$ cat src/rtl/maze_pkg.sv
// Shared types and screen limits for the maze ball logic: state encoding,
// direction command layout, default ball size and coordinate bounds.
package maze_pkg;

  localparam int COORD_W      = 11;
  localparam int BALL_W_DEF   = 8;
  localparam int SCREEN_X_MAX = 632;
  localparam int SCREEN_Y_MAX = 472;

  typedef enum logic [2:0] {
    IDLE,
    WAIT_FRAME,
    SETTLE,
    APPLY,
    WIN
  } ball_state_e;

  typedef struct packed {
    logic right;
    logic left;
    logic up;
    logic down;
  } dir_cmd_t;

  // Goal region runs from (gx,gy) to the screen limits, which the position never exceeds.
  function automatic logic in_goal(input logic [COORD_W-1:0] x,
                                   input logic [COORD_W-1:0] y,
                                   input logic [COORD_W-1:0] gx,
                                   input logic [COORD_W-1:0] gy);
    return (x >= gx) && (y >= gy);
  endfunction

endpackage

$ cat src/rtl/axis_step.sv
// One-axis single-pixel step decision with bounds and wall checks; never wraps.
module axis_step
  import maze_pkg::*;
#(
  parameter int W = COORD_W
) (
  input  logic [W-1:0] pos,
  input  logic         inc,
  input  logic         dec,
  input  logic         stop_inc,
  input  logic         stop_dec,
  input  logic [W-1:0] max,
  output logic [W-1:0] next_pos
);

  always_comb begin
    next_pos = pos;
    // Opposing requests cancel on this axis.
    if (inc && !dec && !stop_inc && (pos < max)) begin
      next_pos = pos + W'(1);
    end else if (dec && !inc && !stop_dec && (pos != '0)) begin
      next_pos = pos - W'(1);
    end
  end

endmodule

$ cat src/rtl/ball_move_ctrl.sv
// Frame-paced ball mover: each frame applies `speed` single-pixel steps, two cycles each.
// Define DIAG_MOVE_EN to let both axes step together; otherwise x has priority over y.
module ball_move_ctrl
  import maze_pkg::*;
#(
  parameter int START_X = 70,
  parameter int START_Y = 35,
  parameter int BALL_W  = BALL_W_DEF,
  parameter int X_MAX   = SCREEN_X_MAX,
  parameter int Y_MAX   = SCREEN_Y_MAX,
  parameter int GOAL_X  = 600,
  parameter int GOAL_Y  = 200
) (
  input  logic               clk,
  input  logic               rst_n,
  input  logic               frame_tick,
  input  logic               dir_valid,
  input  logic               dir_right,
  input  logic               dir_left,
  input  logic               dir_up,
  input  logic               dir_down,
  input  logic [2:0]         speed,
  input  logic               stop_right,
  input  logic               stop_left,
  input  logic               stop_up,
  input  logic               stop_down,
  input  logic               restart,
  output logic [COORD_W-1:0] x_ball,
  output logic [COORD_W-1:0] y_ball,
  output logic [4:0]         ball_width,
  output logic               moving,
  output logic               goal_reached
);

  ball_state_e        state_q, state_d;
  logic [COORD_W-1:0] x_q, x_d, y_q, y_d;
  dir_cmd_t           cmd_q, cmd_d;
  logic [2:0]         step_cnt_q, step_cnt_d;
  logic               moving_q, moving_d;
  logic               goal_q, goal_d;

  // Axis 0 is x, axis 1 is y.
  logic [1:0][COORD_W-1:0] pos_v, max_v, next_v;
  logic [1:0]              inc_v, dec_v, stop_inc_v, stop_dec_v;
  logic [COORD_W-1:0]      x_next, y_next, y_apply;

  assign pos_v      = {y_q, x_q};
  assign max_v      = {COORD_W'(Y_MAX), COORD_W'(X_MAX)};
  assign inc_v      = {cmd_q.down, cmd_q.right};
  assign dec_v      = {cmd_q.up, cmd_q.left};
  assign stop_inc_v = {stop_down, stop_right};
  assign stop_dec_v = {stop_up, stop_left};

  genvar gi;
  generate
    for (gi = 0; gi < 2; gi++) begin : g_axis
      axis_step #(.W(COORD_W)) u_step (
        .pos      (pos_v[gi]),
        .inc      (inc_v[gi]),
        .dec      (dec_v[gi]),
        .stop_inc (stop_inc_v[gi]),
        .stop_dec (stop_dec_v[gi]),
        .max      (max_v[gi]),
        .next_pos (next_v[gi])
      );
    end
  endgenerate

  assign x_next = next_v[0];
  assign y_next = next_v[1];

  always_comb begin
`ifdef DIAG_MOVE_EN
    y_apply = y_next;
`else
    y_apply = (x_next != x_q) ? y_q : y_next;
`endif
  end

  always_comb begin
    state_d    = state_q;
    x_d        = x_q;
    y_d        = y_q;
    cmd_d      = cmd_q;
    step_cnt_d = step_cnt_q;
    goal_d     = goal_q;

    if (dir_valid) begin
      cmd_d = '{right: dir_right, left: dir_left, up: dir_up, down: dir_down};
    end

    case (state_q)
      IDLE: state_d = WAIT_FRAME;
      WAIT_FRAME: begin
        if (frame_tick && (speed != 3'd0) && (cmd_q != '0)) begin
          state_d    = SETTLE;
          step_cnt_d = speed;
        end
      end
      // SETTLE gives the collision block a cycle to see the latest position.
      SETTLE: state_d = APPLY;
      APPLY: begin
        x_d        = x_next;
        y_d        = y_apply;
        step_cnt_d = step_cnt_q - 3'd1;
        if (in_goal(x_next, y_apply, COORD_W'(GOAL_X), COORD_W'(GOAL_Y))) begin
          goal_d  = 1'b1;
          state_d = WIN;
        end else if (step_cnt_q == 3'd1) begin
          state_d = WAIT_FRAME;
        end else begin
          state_d = SETTLE;
        end
      end
      WIN:     state_d = WIN;
      default: state_d = IDLE;
    endcase

    if (restart) begin
      x_d        = COORD_W'(START_X);
      y_d        = COORD_W'(START_Y);
      goal_d     = 1'b0;
      step_cnt_d = 3'd0;
      state_d    = WAIT_FRAME;
    end

    moving_d = (state_d == SETTLE) || (state_d == APPLY);
  end

  always_ff @(posedge clk) begin
    if (!rst_n) begin
      state_q    <= IDLE;
      x_q        <= COORD_W'(START_X);
      y_q        <= COORD_W'(START_Y);
      cmd_q      <= '0;
      step_cnt_q <= 3'd0;
      moving_q   <= 1'b0;
      goal_q     <= 1'b0;
    end else begin
      state_q    <= state_d;
      x_q        <= x_d;
      y_q        <= y_d;
      cmd_q      <= cmd_d;
      step_cnt_q <= step_cnt_d;
      moving_q   <= moving_d;
      goal_q     <= goal_d;
    end
  end

  assign x_ball       = x_q;
  assign y_ball       = y_q;
  assign ball_width   = 5'(BALL_W);
  assign moving       = moving_q;
  assign goal_reached = goal_q;

endmodule

$ cat config.mk
export PLATFORM = sky130hd
export DESIGN_NAME = ball_move_ctrl
export DESIGN_NICKNAME = d
export VERILOG_FILES = /design/src/rtl/maze_pkg.sv /design/src/rtl/axis_step.sv /design/src/rtl/ball_move_ctrl.sv
export SDC_FILE = /design/constraint.sdc
export NUM_CORES = 1
export LEC_CHECK = 0
export ABC_AREA = 1
export CORE_MARGIN = 2
export CORE_UTILIZATION = 49
export DETAILED_ROUTE_END_ITERATION = 6
export HOLD_SLACK_MARGIN = 0.12
export PLACE_DENSITY = 0.77
export SLEW_MARGIN = 20
export SYNTH_ARGS = -nofsm -noshare
export SYNTH_HDL_FRONTEND = slang
export SYNTH_SLANG_ARGS = --single-unit
$ cat constraint.sdc
create_clock -name clk -period 2.15 [get_ports clk]
set_input_delay 0.215 -clock clk [delete_from_list [all_inputs] [get_ports clk]]
set_output_delay 0.215 -clock clk [all_outputs]
set_load 0.05 [all_outputs]
==> flow_summary.yaml, run 1 <==
floorplanning:
  rows: 27
  core_area_sq_mm: 0.00551
  die_h_um: 79.6
  initial_core_util_pct: 50.9
  die_area_sq_mm: 0.00634
  io_pins: 45
  dieWidth_um: 79.6
global_route:
  grt_util_met2_pct: 40.6
  grt_max_degree: 26
  grt_pass1_vias: 2791
  grt_usage_pct: 25.2
  grt_busiest_layer: "met2"
  grt_util_met3_pct: 4.41
  grt_util_met1_pct: 35.0
  antenna_found_initial: 0
  grt.overflow.total: 0
  grt_pass1_wl_um: 12800
logic_synthesis:
  synth_seq_area_share_pct: 24.3
  syn_avg_cell_area_sq_um: 6.05
  synth_seq_cells: 34
  synth.most_common_cell: "nand2_1"
  async_reset_ff_share_pct: 0
  synth_edf_count: 0
  synth.cells.most_frequent: "nand2_1, inv_1, nor2_1, dfxtp_1, nand3_1"
  synthFlopType: "dfxtp_1"
  synth_area_sq_mm: 0.00280
  synth_top_area_share_pct: 24.3
  yosysTopAreaCell: "dfxtp_1"
  synthDistinctLibCells: 39
  syn_inst: 463
  yosys_warnings: 0
  ys_top_cells_by_area: "dfxtp_1, nand2_1, inv_1"
place:
  dp.cells: 598
  dp_slack_ps: -65.7
  place_hpwl_um: 5940
  gp_congestion: 0.935
  portBuffers: 39
worst_setup_path:
  crit_path_max_incr_delay_ps: 360
  start_kind: "register"
  worst-path-buf-inv: 2
  arrival_ps: 2280
  cpMaxStageDelayCell: "dfxtp_4"
  crit_fanout: 7
  required_ps: 2310
  worstSetupEndpointType: "register"
  crit_type: "register to register"
  path_delay_family: "simple AND/OR/NAND/NOR gates"
  path_cells: "inv_4 -> ha_4 -> nand3_4 -> nor2_4 -> nand2_4 -> nand2_8 -> nand2_8 -> nor2_4 -> nand2_1 -> nand2_1 -> nand2_1 -> nor2_1 -> nand2_1 -> nand2_1 -> nand2_2 -> buf_4 -> nand3_4 -> a21oi_2"
  cp_common_cell: "nand2_1"
routing:
  wire_per_inst_um: 13.1
  via_count: 3202
  route.detailed.drc: 0
  drtIter0Drc: 274
  vias_per_cell: 5.19
  firstDrtPassIters: 7
  antenna_left: 0
  wirelength_um: 8060
flow_run:
  maxCapViolations: 0
status:
  outcome: "complete, no violations"
timing:
  drv_slew: 0
  relSlewSlack_pct: 63.2
  worst-slew-pin-transition_ps: 552
  rsz0062_at_grt: "yes"
  fin_crit_ps: 2120
  holdWs_ps: 477
  fin_worst_skew_ps: 16.2
  setup_viol: 0
  fmax_mhz: 472
  worst_slack_ps: 29.9
  hold_viol: 0
  period_share_pct: 98.6
final_layout:
  n_antenna_cell: 0
  n_fill_cell: 474
  multiInputGateArea_sq_mm: 0.00194
  drive_above_1_share_pct: 22.8
  syn2layout_area_growth_pct: 37.4
  final_cells: 617
  final-seq-area_sq_um: 696
  nets: 567
clock_network:
  h-tree-depth: 2
  clk_pin_slew_ps: 80
  clk_latency_ps: 300
  cts_buffer_depth: 2
  cts_buffers: 5
  cts_tree: "built"
  cts_root_buffer: "clkbuf_8"
  clock-sinks: 34
pwr:
  p_leak_nw: 1.76
  peakVddDrop_v: 0.000362
  cellPowerDensity_mw_per_mm2: 420
hold_path:
  min_path_type: "register to register"
[timing repair]
action                                  in CTS  in global routing
hold endpoints to repair                     0                  0
setup buffers                                0                 10
gates cloned                                 0                  1
pin swaps                                    2                 15
resized for setup                            2                 41
hold buffers                                 0                  0
endpoints found under the setup margin       5                  5
[state kept, by name, indices dropped and copies added, names as in the netlist]
| name | cells |
|---|---|
| cmd_q | 4 |
| goal_reached | 1 |
| moving | 1 |
| state_q | 3 |
| step_cnt_q | 3 |
| x_ball | 11 |
| y_ball | 11 |
[layout make-up]
class                      instances  area share (%)
inverter                          62            6.43
tap                               72            2.34
timing repair buffer              84            19.0
timing repair inverter             1           0.227
clock buffer                       6            2.44
sequential                        34            18.1
clock inverter                     2            1.01
multi-input combinational        356            50.5
[placed cells by master (no fill, tap or decap), drive strengths merged, types with 2 or more instances in the layout]
cell type,Yosys,final
buf,8,45
nor3,11,11
and2,2,2
nand4,8,8
nor2,51,51
a211oi,5,5
conb,2,5
nand2,145,145
xor2,14,14
a21oi,28,28
o21ai,31,31
or2,2,2
dfxtp,34,34
inv,60,61
clkbuf,6,6
o211ai,6,6
nand3,33,33
clkdlybuf4s50,0,39
a31oi,3,3
clkinv,2,3
ha,7,7
[worst reg2reg max path, delay by kind of cell, from the launching register on]
| family | cells | cell delay, ps |
|---|---|---|
| flip-flops | 1 | 360 |
| AO/OA/AOI/OAI | 1 | 60 |
| AND/OR/NAND/NOR | 14 | 1240 |
| adder cells (fa/ha/maj) | 1 | 150 |
| buffers and inverters | 2 | 200 |
[through the flow]
stage | util, % | area (sq um) | setup TNS, ps | power [mW]
global placement | 63.3 | 3480 | -66.2 | 0.900
finish | 69.9 | 3850 | 0 | 1.62
CTS | 65.9 | 3630 | 0 | 1.58
global route | 69.9 | 3850 | -476 | 1.67
detailed placement | 63.3 | 3480 | -238 | 0.902
floorplan | - | 2830 | -1.99 | 0.826
[final timing paths]
check / slack, ps / start / end / cells after the start
worst max-delay path: 30 / x_ball[0] / goal_reached / 18
worst max register to register: 30 / x_ball[0] / goal_reached / 18
worst min-delay path: 480 / goal_reached / goal_reached / 2
worst min register to register: 480 / goal_reached / goal_reached / 2
[cells by family after synthesis]
kind of cell    count (synthesis)  share of synthesized area (%)
buf+inv                        76                           11.6
xor+xnor                       14                           4.38
compound gates                 76                           15.7
simple gates                  254                           40.7
other cells                     2                          0.268
flops                          34                           24.3
fa+ha+maj                       7                           3.12
[power breakdown]
part | internal [mW] | switching, mW
Clock | 0.418 | 0.279
Combinational | 0.106 | 0.165
Sequential | 0.639 | 0.0106
Total | 1.16 | 0.454
[metal layers]
metal  vias up  routed length, um
li1       1646                  -
met1      1431               3670
met2       119               3820
met3         6                503
met4         0                 67
met5         -                  0
Power figures use the tool's default switching activity.
==> run 2, diff against run 1 <==
--- a/config.mk
+++ b/config.mk
@@ -10,7 +10,7 @@
 export CORE_UTILIZATION = 49
 export DETAILED_ROUTE_END_ITERATION = 6
 export HOLD_SLACK_MARGIN = 0.12
-export PLACE_DENSITY = 0.77
+export PLACE_DENSITY = 0.75
 export SLEW_MARGIN = 20
 export SYNTH_ARGS = -nofsm -noshare
 export SYNTH_HDL_FRONTEND = slang
==> flow_summary.yaml, run 2 (synthesized netlist as in run 1, its figures left out) <==
status:
  outcome: "complete, no violations"
flow_run:
  maxCapViolations: 0
routing:
  wire_per_inst_um: 13.1
  route.detailed.drc: 0
  vias_per_cell: 5.28
  firstDrtPassIters: 5
  drtIter0Drc: 178
  antenna_left: 0
  wirelength_um: 7990
  via_count: 3222
clock_network:
  cts_buffers: 5
  cts_root_buffer: "clkbuf_8"
  clk_latency_ps: 280
  cts_tree: "built"
  hold_buffers: 0
  cts_buffer_depth: 2
  h-tree-depth: 2
  clock-sinks: 34
  clk_pin_slew_ps: 70
pwr:
  peakVddDrop_v: 0.000344
  p_comb_share_pct: 19.1
  switchingPower_uw: 411
  pwr-share-clk_pct: 35.0
  total_power_mw: 1.41
  switching_share_pct: 29.1
  pwr-share-seq_pct: 45.9
  cellPowerDensity_mw_per_mm2: 375
  p_leak_nw: 1.72
  p_int_mw: 1.00
worst_setup_path:
  crit_fanout: 13
  worstSetupEndpointType: "register"
  crit_type: "register to register"
  start_kind: "register"
  cpMaxStageDelayCell: "dfxtp_4"
  path_cells: "inv_4 -> ha_4 -> nand3_4 -> nor2_4 -> nand2_4 -> nand2_8 -> nand2_8 -> clkinv_8 -> nor2_2 -> a21oi_2 -> nand2_1 -> nor2_1 -> nand2_1 -> nand2_2 -> nand3_2 -> a21oi_2"
  arrival_ps: 2280
  crit_path_max_incr_delay_ps: 360
  required_ps: 2370
floorplanning:
  die_area_sq_mm: 0.00634
  initial_core_util_pct: 50.9
  io_pins: 45
  core_area_sq_mm: 0.00551
  die_h_um: 79.6
  rows: 27
  dieWidth_um: 79.6
place:
  portBuffers: 39
  place_hpwl_um: 5940
  dpl_cell_area_sq_mm: 0.00343
  dp_slack_ps: -90.1
  gp_congestion: 0.976
timing:
  fin_crit_ps: 2060
  period_share_pct: 95.9
  fin_worst_skew_ps: 7.02
  fmax_mhz: 485
  rsz0062_at_grt: "yes"
  drv_slew: 0
  setup_viol: 0
  hold_viol: 0
  holdWs_ps: 475
  tns_ps: 0
  relSlewSlack_pct: 63.8
  worst_slack_ps: 88.0
  worst-slew-pin-transition_ps: 542
final_layout:
  final_cell_mix: "nand2_1, inv_1, nor2_1, clkdlybuf4s50_1, buf_4"
  drive_above_1_share_pct: 21.7
  n_antenna_cell: 0
  mostFrequentLayoutCell: "nand2_1"
  n_fill_cell: 500
  syn2layout_area_growth_pct: 34.2
  design_area_sq_mm: 0.00376
  nets: 560
global_route:
  grt.overflow.total: 0
  grt_max_degree: 26
  grt_pass1_wl_um: 12700
  grt_usage_pct: 25.1
  antenna_found_initial: 0
  grt_pass1_vias: 2753
hold_path:
  min_path_type: "register to register"
[run 2: worst paths after layout]
check / endpoint / startpoint / cells after the start / slack, ps
setup / recovery: moving / x_ball[0] / 16 / 90
hold / removal: goal_reached / goal_reached / 2 / 480
setup reg to reg: moving / x_ball[0] / 16 / 90
hold reg to reg: goal_reached / goal_reached / 2 / 480
[run 2: power by group through the flow]
stage / sequential [mW] / clock (mW) / combinational, mW
finish: 0.647 / 0.494 / 0.269
CTS: 0.649 / 0.506 / 0.238
floorplan: 0.671 / 0 / 0.155
global route: 0.648 / 0.545 / 0.297
detailed placement: 0.664 / 0 / 0.235
global placement: 0.663 / 0 / 0.232
[run 2: worst max-delay path, delay by kind of cell, from the launching register on]
kind / cells / cell delay, ps
AND/OR/NAND/NOR: 11 / 1100
flip-flops: 1 / 360
AO/OA/AOI/OAI: 2 / 250
buffers and inverters: 2 / 150
adder cells (fa/ha/maj): 1 / 140
[run 2: final cells by class]
| cell class | instances | area (sq um) | share of cell area, % |
|---|---|---|---|
| Inverter | 62 | 248 | 6.58 |
| Sequential cell | 34 | 709 | 18.9 |
| Clock inverter | 1 | 5.00 | 0.133 |
| Timing Repair Buffer | 78 | 691 | 18.4 |
| Multi-Input combinational cell | 356 | 1930 | 51.4 |
| Tap cell | 72 | 90.1 | 2.39 |
| Clock buffer | 7 | 86.3 | 2.29 |
[run 2: through the flow]
stage | utilization [%] | instances
2_1_floorplan | - | 466
5_1_grt | 68.3 | 610
6_report | 68.3 | 610
3_5_place_dp | 62.3 | 591
3_3_place_gp | 62.3 | 591
4_1_cts | 64.2 | 599
[run 2: metal layers]
metal | part of all wire [%] | track usage (%) | vias up
met5 | 0 | 0 | -
met4 | 1.6 | 5.69 | 0
met3 | 5.2 | 4.41 | 15
met2 | 47 | 41.0 | 118
met1 | 46 | 34.5 | 1458
li1 | - | - | 1631
[run 2: timing repair]
item / 4_1_cts / 5_1_grt
buffers inserted: 0 / 11
pin swaps: 1 / 15
gates resized for setup: 2 / 49
endpoints found under the hold margin: 0 / 0
endpoints found under the setup margin: 5 / 5
